==> src/rtl/prach_ditfft3_bf1_mc.sv <==
// prach_ditfft3_bf1_mc
//   First butterfly of the radix-3 DIT FFT in the PRACH long-sequence path.
//   Each frame is 3*NCH consecutive samples: x0[0..NCH-1], x1[0..NCH-1],
//   x2[0..NCH-1]. The outputs come out in the same slot order as
//   x0, x1+x2 and x2-x1, with a fixed latency of NCH+2 cycles. Samples that
//   arrive outside a frame pass through unchanged.
//
//   Parameters
//     WIDTH : input component width (signed)
//     NCH   : interleaved channels per slot group (1..64)
//     OGROW : 1 = WIDTH+1-bit exact output, 0 = WIDTH-bit saturated output
//
//   Ports
//     clk, rst_n          clock, asynchronous active-low reset
//     din_dr / din_di     input real / imaginary
//     din_dv              valid tag, delayed only
//     sync_in             first sample (x0, ch0) of a frame
//     dout_dr / dout_di   output real / imaginary (WIDTH+OGROW bits)
//     dout_dv, sync_out   din_dv / sync_in delayed by NCH+2
//     frame_err           sync_in arrived inside a frame (aligned with sync_out)
//     ovf                 the current output sample was saturated (OGROW=0)
module prach_ditfft3_bf1_mc #(
  parameter int WIDTH = 18,
  parameter int NCH   = 1,
  parameter int OGROW = 1
) (
  input  logic                          clk,
  input  logic                          rst_n,
  input  logic signed [WIDTH-1:0]       din_dr,
  input  logic signed [WIDTH-1:0]       din_di,
  input  logic                          din_dv,
  input  logic                          sync_in,
  output logic signed [WIDTH+OGROW-1:0] dout_dr,
  output logic signed [WIDTH+OGROW-1:0] dout_di,
  output logic                          dout_dv,
  output logic                          sync_out,
  output logic                          frame_err,
  output logic                          ovf
);

  localparam int SW = WIDTH + 1;
  localparam int OW = WIDTH + OGROW;
  localparam int CW = (NCH > 1) ? $clog2(NCH) : 1;
  localparam int MD = 1 << CW;

  typedef enum logic {IDLE, ACTIVE} state_t;

  state_t          state_q, state_d;
  logic [1:0]      grp_q, grp_d;
  logic [CW-1:0]   ch_q, ch_d;
  logic            ferr_d;
  logic            last_slot;

  logic signed [WIDTH-1:0] dr_p0   [NCH];
  logic signed [WIDTH-1:0] di_p0   [NCH];
  logic                    act_p0  [NCH];
  logic [1:0]              grp_p0  [NCH];
  logic [CW-1:0]           ch_p0   [NCH];
  logic                    vld_p0  [NCH];
  logic                    sync_p0 [NCH];
  logic                    ferr_p0 [NCH];

  logic signed [WIDTH-1:0] x1r_mem [MD];
  logic signed [WIDTH-1:0] x1i_mem [MD];

  logic signed [SW-1:0]    tr, ti, sum_r, sum_i;
  logic signed [SW-1:0]    res_r_p1, res_i_p1;
  logic                    vld_p1, sync_p1, ferr_p1;

  logic signed [OW-1:0]    out_r, out_i;
  logic                    out_ovf;

  function automatic logic signed [WIDTH-1:0] sat(input logic signed [SW-1:0] v);
    if (v[SW-1] != v[SW-2])
      sat = v[SW-1] ? {1'b1, {(WIDTH-1){1'b0}}} : {1'b0, {(WIDTH-1){1'b1}}};
    else
      sat = v[WIDTH-1:0];
  endfunction

  function automatic logic clips(input logic signed [SW-1:0] v);
    clips = v[SW-1] ^ v[SW-2];
  endfunction

  // Slot counter: tags the sample currently on din with its group/channel.
  always_ff @(posedge clk or negedge rst_n) begin
    if (!rst_n) begin
      state_q <= IDLE;
      grp_q   <= '0;
      ch_q    <= '0;
    end else begin
      state_q <= state_d;
      grp_q   <= grp_d;
      ch_q    <= ch_d;
    end
  end

  always_comb begin
    state_d   = state_q;
    grp_d     = grp_q;
    ch_d      = ch_q;
    ferr_d    = 1'b0;
    last_slot = (state_q == ACTIVE) && (grp_q == 2'd2) && (ch_q == CW'(NCH - 1));
    if (sync_in) begin
      // A sync right after the last slot is a legal back-to-back frame.
      ferr_d  = (state_q == ACTIVE) && !last_slot;
      state_d = ACTIVE;
      grp_d   = 2'd0;
      ch_d    = '0;
    end else if (state_q == ACTIVE && !last_slot) begin
      if (ch_q == CW'(NCH - 1)) begin
        ch_d  = '0;
        grp_d = grp_q + 2'd1;
      end else begin
        ch_d  = ch_q + 1'b1;
      end
    end else begin
      state_d = IDLE;
      grp_d   = 2'd0;
      ch_d    = '0;
    end
  end

  // Stage p0: NCH-deep delay line carrying samples and their slot tags.
  always_ff @(posedge clk or negedge rst_n) begin
    if (!rst_n) begin
      for (int i = 0; i < NCH; i++) begin
        dr_p0[i]   <= '0;
        di_p0[i]   <= '0;
        act_p0[i]  <= 1'b0;
        grp_p0[i]  <= '0;
        ch_p0[i]   <= '0;
        vld_p0[i]  <= 1'b0;
        sync_p0[i] <= 1'b0;
        ferr_p0[i] <= 1'b0;
      end
    end else begin
      dr_p0[0]   <= din_dr;
      di_p0[0]   <= din_di;
      act_p0[0]  <= (state_d == ACTIVE);
      grp_p0[0]  <= grp_d;
      ch_p0[0]   <= ch_d;
      vld_p0[0]  <= din_dv;
      sync_p0[0] <= sync_in;
      ferr_p0[0] <= ferr_d;
      for (int i = 1; i < NCH; i++) begin
        dr_p0[i]   <= dr_p0[i-1];
        di_p0[i]   <= di_p0[i-1];
        act_p0[i]  <= act_p0[i-1];
        grp_p0[i]  <= grp_p0[i-1];
        ch_p0[i]   <= ch_p0[i-1];
        vld_p0[i]  <= vld_p0[i-1];
        sync_p0[i] <= sync_p0[i-1];
        ferr_p0[i] <= ferr_p0[i-1];
      end
    end
  end

  // x1 store: one entry per channel, read back when x2 of that channel
  // leaves the delay line.
  always_ff @(posedge clk or negedge rst_n) begin
    if (!rst_n) begin
      for (int i = 0; i < MD; i++) begin
        x1r_mem[i] <= '0;
        x1i_mem[i] <= '0;
      end
    end else if (state_d == ACTIVE && grp_d == 2'd1) begin
      x1r_mem[ch_d] <= din_dr;
      x1i_mem[ch_d] <= din_di;
    end
  end

  // When x1[c] leaves the delay line, x2[c] is on din at that same cycle;
  // when x2[c] leaves, x1[c] is in the store.
  always_comb begin
    tr    = SW'(dr_p0[NCH-1]);
    ti    = SW'(di_p0[NCH-1]);
    sum_r = tr;
    sum_i = ti;
    if (act_p0[NCH-1]) begin
      if (grp_p0[NCH-1] == 2'd1) begin
        sum_r = tr + SW'(din_dr);
        sum_i = ti + SW'(din_di);
      end else if (grp_p0[NCH-1] == 2'd2) begin
        sum_r = tr - SW'(x1r_mem[ch_p0[NCH-1]]);
        sum_i = ti - SW'(x1i_mem[ch_p0[NCH-1]]);
      end
    end
  end

  // Stage p1: full-precision butterfly result.
  always_ff @(posedge clk or negedge rst_n) begin
    if (!rst_n) begin
      res_r_p1 <= '0;
      res_i_p1 <= '0;
      vld_p1   <= 1'b0;
      sync_p1  <= 1'b0;
      ferr_p1  <= 1'b0;
    end else begin
      res_r_p1 <= sum_r;
      res_i_p1 <= sum_i;
      vld_p1   <= vld_p0[NCH-1];
      sync_p1  <= sync_p0[NCH-1];
      ferr_p1  <= ferr_p0[NCH-1];
    end
  end

  generate
    if (OGROW != 0) begin : g_grow
      assign out_r   = res_r_p1;
      assign out_i   = res_i_p1;
      assign out_ovf = 1'b0;
    end else begin : g_sat
      assign out_r   = sat(res_r_p1);
      assign out_i   = sat(res_i_p1);
      assign out_ovf = clips(res_r_p1) | clips(res_i_p1);
    end
  endgenerate

  // Stage p2: output register.
  always_ff @(posedge clk or negedge rst_n) begin
    if (!rst_n) begin
      dout_dr   <= '0;
      dout_di   <= '0;
      dout_dv   <= 1'b0;
      sync_out  <= 1'b0;
      frame_err <= 1'b0;
      ovf       <= 1'b0;
    end else begin
      dout_dr   <= out_r;
      dout_di   <= out_i;
      dout_dv   <= vld_p1;
      sync_out  <= sync_p1;
      frame_err <= ferr_p1;
      ovf       <= out_ovf;
    end
  end

endmodule

==> config.mk <==
export PLATFORM = sky130hd
export DESIGN_NAME = prach_ditfft3_bf1_mc
export DESIGN_NICKNAME = d
export VERILOG_FILES = /design/src/rtl/prach_ditfft3_bf1_mc.sv
export SDC_FILE = /design/constraint.sdc
export NUM_CORES = 1
export LEC_CHECK = 0
export ABC_AREA = 1
export ABC_CLOCK_PERIOD_IN_PS = 2200
export CAP_MARGIN = 20
export CORE_UTILIZATION = 50
export CTS_CLUSTER_DIAMETER = 120
export DETAILED_ROUTE_END_ITERATION = 10
export MAX_ROUTING_LAYER = met4
export PLACE_DENSITY = 0.8
export SLEW_MARGIN = 20
export SYNTH_ARGS = -nofsm -noshare
export SYNTH_HDL_FRONTEND = slang
export SYNTH_SLANG_ARGS = --single-unit
==> constraint.sdc <==
create_clock -name clk -period 2.2 [get_ports clk]
set_input_delay 0.22 -clock clk [delete_from_list [all_inputs] [get_ports clk]]
set_output_delay 0.22 -clock clk [all_outputs]
set_load 0.01 [all_outputs]
; Word-level counts from Yosys, hierarchy flattened
; Index checks and enable logic that the tools add are counted.
[totals]
output_inout_bits = 42
word_cells = 68
inputBits = 40
reg_bits = 197
[classes]
magnitude_cmp = 3
reduce_logical = 6
n_mux = 25
n_addsub = 6
eq_ne = 3
n_bitwise = 3
[op_table]
columns = operator, n
row1 = $mux W18, 7
row2 = $mux W19, 6
row3 = $bwmux W36, 2
row4 = $add A18 B18 Y19, 2
row5 = $sub A18 B18 Y19, 2
row6 = $demux W18 S1, 1
row7 = $mux W1, 6
row8 = $mux W2, 3
row9 = $logic_and A1 B1 Y1, 5
row10 = $eq A2 B1 Y1 const B, 2
row11 = $ge A2 B2 Y1 const B, 2
row12 = $not A1 Y2, 2
row13 = $add A2 B1 Y2 const B, 1
row14 = $eq A2 B2 Y1 const B, 1
row15 = $lt A2 B1 Y1 const B, 1
row16 = $add A1 B1 Y1 const B, 1
row17 = $logic_not A1 Y1, 1
row18 = $not A1 Y1, 1

; Longest topological paths before layout
[logic_depth]
ltp_word = 13
mapped_depth = 16
ltp_nobuf = 16

; Worst setup path after synthesis
; No wires, ideal clock.
[synth_path]
path_type = register -> register
start = register di_p0[0] (netlist name)
end = register res_i_p1[12] (netlist: out_i[12])
n_path_buf = 0
period_less_slack_ps = 1891
setup_slack_ps = 309
arrival_ps = 1775
path_stages_with_launch = 17
required_ps = 2083
setup_time_ps = 117
path_cell_list = dfrtp_1 inv_1 ha_1 inv_1 fa_1 nand3_1 nand3_2 nand3_1 nand2_1 nand2_1 nand2_1 nand2_1 nand3_1 nand2_1 nand2_1 nand2_1 nand2_1
[synth_between]
elab_chain_cells = 4
[synth_lines]
columns = item, line
row1 = from (decl), 55  ; logic signed [WIDTH-1:0] di_p0 [NCH];
row2 = "from (signal, indexed assignment)", 147  ; di_p0[i] <= di_p0[i-1];
row3 = $sub A18 B18 Y19, 185  ; sum_i = ti - SW'(x1i_mem[ch_p0[NCH-1]]);
row4 = $mux W19, 183  ; end else if (grp_p0[NCH-1] == 2'd2) begin
row5 = $mux W19 (*), 180  ; if (grp_p0[NCH-1] == 2'd1) begin
row6 = $mux W19 (*), 179  ; if (act_p0[NCH-1]) begin
row7 = named net sum_i[12], 66  ; logic signed [SW-1:0] tr, ti, sum_r, sum_i;
row8 = to (signal assigned), 200  ; res_i_p1 <= sum_i;
row9 = to (decl), 67  ; logic signed [SW-1:0] res_r_p1, res_i_p1;
; The timed path passes the listed nets; every way through them passes the cells marked *.
; A chain may end at the register's enable or synchronous reset.

; Worst setup path in the final report
; Same ends and word-level chain as after synthesis.

==> results.toml <==
[run_status]
status = "finished clean"

[sta]
clock-skew-final_ns = 0.0100
worst_slack_ns = 0.104
period_needed_ns = 2.10
slew_viol_final = 0
setup_viol_count_final = 0
holdWs_ns = 0.223
finalHoldViolations = 0
min_period_over_period = 0.953
worst_slew_margin_rel = 0.666
pin_slew_with_the_least_headroom_to_its_limit_ns = 0.495
upper_clock_frequency_limit_mhz = 477
rsz_0062_raised_after_global_routing = "yes"

[cts]
htreeDepth = 4
clock_buffers_created_by_tritoncts = 17
cts.clk_slew.worst_paths_ns = 0.07
clock_insertion_delay_worst_skew_ns = 0.44
cts_tree = "yes"
clock_path_buffers = 2
ctsRootBufferMaster = "clkbuf_16"
clock_sinks = 160

[final_layout]
ff_latch_area_mm2 = 0.00400
layout.nets = 1580
n_fill_cell = 1672
fraction_of_final_layout_cells_with_drive_strength_greater_than_1 = 0.122
final_cells = 1738
area_occupied_by_multi_input_gates_mm2 = 0.00526
area_growth_syn_to_layout_pct = 21.7
antenna_cells_inserted = 0

[setup_path]
setup.worst_path.end_class = "flip-flop"
path_cells = "inv_1 -> ha_2 -> inv_2 -> fa_2 -> nand3_2 -> nand3_2 -> nand3_1 -> nand2_1 -> nand2_1 -> nand2_1 -> nand2_1 -> nand3_1 -> nand2_1 -> nand2_1 -> nand2_1 -> nand2_1"
critical_path.endpoint = "out_i[12]"
worst_setup_startpoint = "di_p0[0]"
data_arrival_time_at_the_worst_slack_endpoint_ns = 2.43
reg2reg_setup_slack_ns = 0.10
crit_path_max_incr_delay_ns = 0.40
crit-reg2reg-launch = "di_p0[0]"
cp_max_fo = 3
timing.setup.critical_path_class = "flip-flop to flip-flop"
cpMaxStageDelayCell = "dfrtp_1"
timing.critical_path.from_type = "flip-flop"
worst_ep_required_time_ns = 2.53
crit_top_cell = "nand2_1"
worst-r2r-cell-count = 16
critical_path.reg2reg.endpoint = "out_i[12]"

[die]
io_pins = 82
fp.dieW_um = 143
std_cell_rows = 51
floorplan.die.height_um = 143
die_footprint_mm2 = 0.0205
placeableCoreArea_mm2 = 0.0195
effective_utilization_at_floorplan = 0.511

[detailed_routing]
detail_route.iter0.violations = 706
vias = 9222
dr_wl_met3_um = 1500
wire_per_inst_um = 15.1
first_pass_iters = 5
route.layer.met1.wl_um = 11200
routed-wl-met2_um = 12600
viasPerCell = 5.31
antenna_violating_nets_post_route = 0
drcViolationCount = 0
detail_route.wirelength_um = 26200
dr.max_layer_used = "met4"

[hold_path]
timing.hold.worst.start = "din_dv"
worstHoldPathType = "primary input to flip-flop"

[yosys]
syn-num-nets = 1450
synth_top_area_share = 0.403
most_area_consuming_cells_after_synthesis = "dfrtp_1 40%, nand2_1 14%, ha_1 9.3%, nor2_1 6.1%, nand3_1 5.3%"
synth_area_mm2 = 0.00995
synth_commonest_cells = "377 x nand2_1, 162 x nor2_1, 160 x dfrtp_1, 135 x inv_1, 106 x nand3_1"
syn_avg_cell_area_um2 = 7.47
post-synth-top-area-cell = "dfrtp_1"
ys_dominant_reg_cell = "dfrtp_1"
synth_seq_area_share = 0.403
number_of_enable_type_register_cells_in_the_synthesized_netlist = 0
yosys_register_bits = 160
post_synth_inst_count = 1332
synth.most_common_cell = "nand2_1"
async_flop_share = 1.00
synthesis.yosys.warnings = 0
synth_cell_type_count = 45

[placed_design]
hpwl_reported_at_the_end_of_detailed_placement_um = 19500
globalplace.congestion = 0.984
io_buffers = 80
dp_worst_setup_slack_ns = -0.147
placed_cells = 1706

[power_and_ir_drop]
totalPowerFinal_uw = 15500
cellLeakagePower_uw = 0.00617
power_density_mw_per_mm2 = 1280
max-vdd-ir-drop_mv = 0.677

[global_routing]
grt_antenna_before_repair = 0
first_global_vias = 8995
grt_overflow_total = 0
grt_pass1_wl_um = 43200
grt_use_total = 0.283
grt_max_degree = 68

[job]
maxcap_violations = 0
worst min path at each step:
stage,slack [ns],cells after the start,end
floorplan,-0.08,0,act_p0
global placement,0.19,1,dout_dv
detailed placement,0.20,1,dout_dv
CTS,0.21,1,vld_p0
global route,0.21,1,vld_p0
finish,0.22,1,vld_p0
report_power, final:
group,internal (uW),switching (uW)
clock network,1960,1270
logic,3040,4770
registers,4060,391
sequential cells by signal (all words and copies together), names as in the netlist, 2 cells and up:
register and flops:
dout_di 19, dout_dr 19, out_i 19, out_r 19, di_p0 18, dr_p0 18, x1i_mem 18, x1r_mem 18
grp_p0 2
timing repair:
item	in CTS	in global routing
setup endpoints to repair	0	13
resized for setup	0	16
hold endpoints to repair	47	0
setup buffers	0	1
hold buffers	1	0
logic make-up (layout without fill, tap and decap cells):
kind of cell               count (synthesis)  count (layout)  share of synthesized area
AOI/OAI and AO/OA                        198             198                      0.117
xor gates and xnor gates                   8               8                    0.00705
adders and majority gates                 78              78                      0.101
other                                      1               1                   0.000377
and+or+nand+nor                          703             703                      0.296
muxes                                      2               2                    0.00226
DFF                                      160             160                      0.403
buffers and inverters                    182             323                     0.0738
routing by layer:
layer	vias to the layer above	GRT usage
li1	4558	-
met1	4262	0.340
met2	330	0.462
met3	72	0.0446
met4	0	0.138
met5	-	-
stage by stage:
stage	util	setup TNS (ns)	area (um2)
2_1_floorplan	-	0	9950
3_3_place_gp	0.586	-0.667	11400
3_5_place_dp	0.586	-1.32	11400
4_1_cts	0.619	0	12000
5_1_grt	0.622	-0.0513	12100
6_report	0.622	0	12100
critical path: cells and delay by family, from the launching register on:
family | cells | cell delay [ns]
AND/OR/NAND/NOR | 12 | 0.93
flip-flops | 1 | 0.40
buffers and inverters | 2 | 0.12
adder cells (fa/ha/maj) | 2 | 0.53
final cells by class:
type,instances,area share
multi-input combinational,990,0.434
sequential,160,0.331
timing repair buffer,138,0.107
inverter,155,0.0485
clock buffer,19,0.0374
tap,265,0.0274
clock inverter,11,0.0147
cells in the final DEF (no fill, tap or decap), types with 3 or more instances in the layout:
cell             Yosys  final
nand2_1            377    371
nor2_1             162    162
dfrtp_1            160    160
inv_1              135    134
nand3_1            106    103
a21oi_1             93     92
clkdlybuf4s50_1      0     79
ha_1                74     73
buf_4                1     53
o21ai_0             43     43
a21oi_2             27     28
nor3_1              17     17
inv_2               16     17
clkbuf_16            0     17
nand2_2             10     16
o21ai_1              9      9
nand3_2              6      9
nand3b_1             8      8
xor2_1               6      6
a21o_1               6      6
o21bai_1             5      5
o21ai_2              4      4
nor2_2               5      4
bufinv_16            0      4
inv_6                0      4
buf_12               0      4
o22ai_1              3      3
clkinv_1             3      3
and2_1               3      3
clkinv_4             1      3
fa_2                 0      3
(Power assumes the default switching activity.)
==> variant: new RTL, same settings <==
Make the reset (`rst_n`) synchronous in 5 clocked blocks. Comments in the files are not updated.
--- a/src/rtl/prach_ditfft3_bf1_mc.sv
+++ b/src/rtl/prach_ditfft3_bf1_mc.sv
@@ -82,7 +82,7 @@
   endfunction
 
   // Slot counter: tags the sample currently on din with its group/channel.
-  always_ff @(posedge clk or negedge rst_n) begin
+  always_ff @(posedge clk) begin
     if (!rst_n) begin
       state_q <= IDLE;
       grp_q   <= '0;
@@ -121,7 +121,7 @@
   end
 
   // Stage p0: NCH-deep delay line carrying samples and their slot tags.
-  always_ff @(posedge clk or negedge rst_n) begin
+  always_ff @(posedge clk) begin
     if (!rst_n) begin
       for (int i = 0; i < NCH; i++) begin
         dr_p0[i]   <= '0;
@@ -157,7 +157,7 @@
 
   // x1 store: one entry per channel, read back when x2 of that channel
   // leaves the delay line.
-  always_ff @(posedge clk or negedge rst_n) begin
+  always_ff @(posedge clk) begin
     if (!rst_n) begin
       for (int i = 0; i < MD; i++) begin
         x1r_mem[i] <= '0;
@@ -188,7 +188,7 @@
   end
 
   // Stage p1: full-precision butterfly result.
-  always_ff @(posedge clk or negedge rst_n) begin
+  always_ff @(posedge clk) begin
     if (!rst_n) begin
       res_r_p1 <= '0;
       res_i_p1 <= '0;
@@ -217,7 +217,7 @@
   endgenerate
 
   // Stage p2: output register.
-  always_ff @(posedge clk or negedge rst_n) begin
+  always_ff @(posedge clk) begin
     if (!rst_n) begin
       dout_dr   <= '0;
       dout_di   <= '0;
Check against the original RTL: differs if rst_n is asserted again (counterexample within 4 cycles, from zero or initial values and one cycle with rst_n low); with rst_n held inactive, the same outputs for 4 cycles.
==> variant against the unedited design <==
Cell count increased by 2.1%; setup slack got worse by 71 ps; sequential cell count increased by 1; via count increased by 1.1%; first-iteration DRC count increased by 3.8%; wire length decreased by 1.2%; worst hold slack got worse by 95 ps; synthesized area decreased by 0.91%; cell area decreased by 1.6%; critical endpoint is now out_i[7].
Power is not compared: it rests on default switching activity, and its combinational part moved more than twofold at a synthesized area within 25%.
==> variant: results <==
[placement]
hpwl_um = 19140
gp_congestion = 0.9352
placed_area_um2 = 11210

[final_layout]
final_layout_size_suffix_gt1_share_pct = 9.703
nNetsFinal = 1620
final-instance-count-excl-fill = 1775

[global_route]
first_global_vias = 8968
grt_use_total_pct = 27.17
grt_use_met1_pct = 31.95
met2_usage_pct = 47.11
grtUsageMet3_pct = 3.836
grt_pass1_wl_um = 41860

[timing]
relSlewSlack_pct = 40.73
skew_ps = 10.19

[yosys]
synthDistinctLibCells = 48
synth_mux_area_share_pct = 0
ys_seq_area_share_pct = 36.36
synth_compound_gate_area_share_pct = 13.18
synth_async_sr_flop_share_pct = 0
synthesis.nets = 1500
ys_dominant_reg_cell = "dfxtp_1"
synthTopCellsByArea = "dfxtp_1 25%, nand2_1 13%, edfxtp_1 11%"

[setup_path]
worstPathMaxFanout = 6
r2r_start = "x1i_mem[0][2]"
r2r_cells = 11
critPathCapture = "out_i[7]"
crit_arrival_ps = 2490
r2r_setup_slack_ps = 30

[detailed_routing]
viasPerCell = 5.254
wl_met1_um = 11050
drt_iter0_drc = 733
wire_per_inst_um = 14.61
wl_met2_um = 12850

[min_path]
min_from = "rst_n"
holdPathEnd = "dout_di[1]"
whs_path_depth = 3

[status]
status = "completed"
==> variant: changes by cell type after synthesis, moves of 36 or more <==
cell | unedited run | this run
nand2_1 | 377 | 339
dfrtp_1 | 160 | 0
dfxtp_1 | 0 | 125
inv_1 | 135 | 243
edfxtp_1 | 0 | 36
nor2_1 | 162 | 100
==> variant: critical path, stage by stage (launching register included) <==
cell and delay, ps:
edfxtp_1 410, inv_1 80, ha_2 310, a21oi_2 180, nand2_2 100, a21boi_2 190, o21bai_2 120, or2_0 260
nand3_1 90, nand3_1 80, o211ai_1 150, inv_1 70
==> variant: area by class of cell <==
type | instances | area [um2]
multi-input combinational | 938 | 5176
clock buffer | 19 | 464.2
clock inverter | 13 | 146.4
timing repair buffer | 141 | 1294
sequential | 161 | 3583
inverter | 243 | 912.1
fill | 1717 | 7117
tap | 260 | 325.3
==> variant: timing repair <==
action,in CTS,in global routing
resized for setup,0,16
endpoints found under the setup margin,0,14
setup buffers,0,4
hold buffers,0,0
endpoints found under the hold margin,0,0
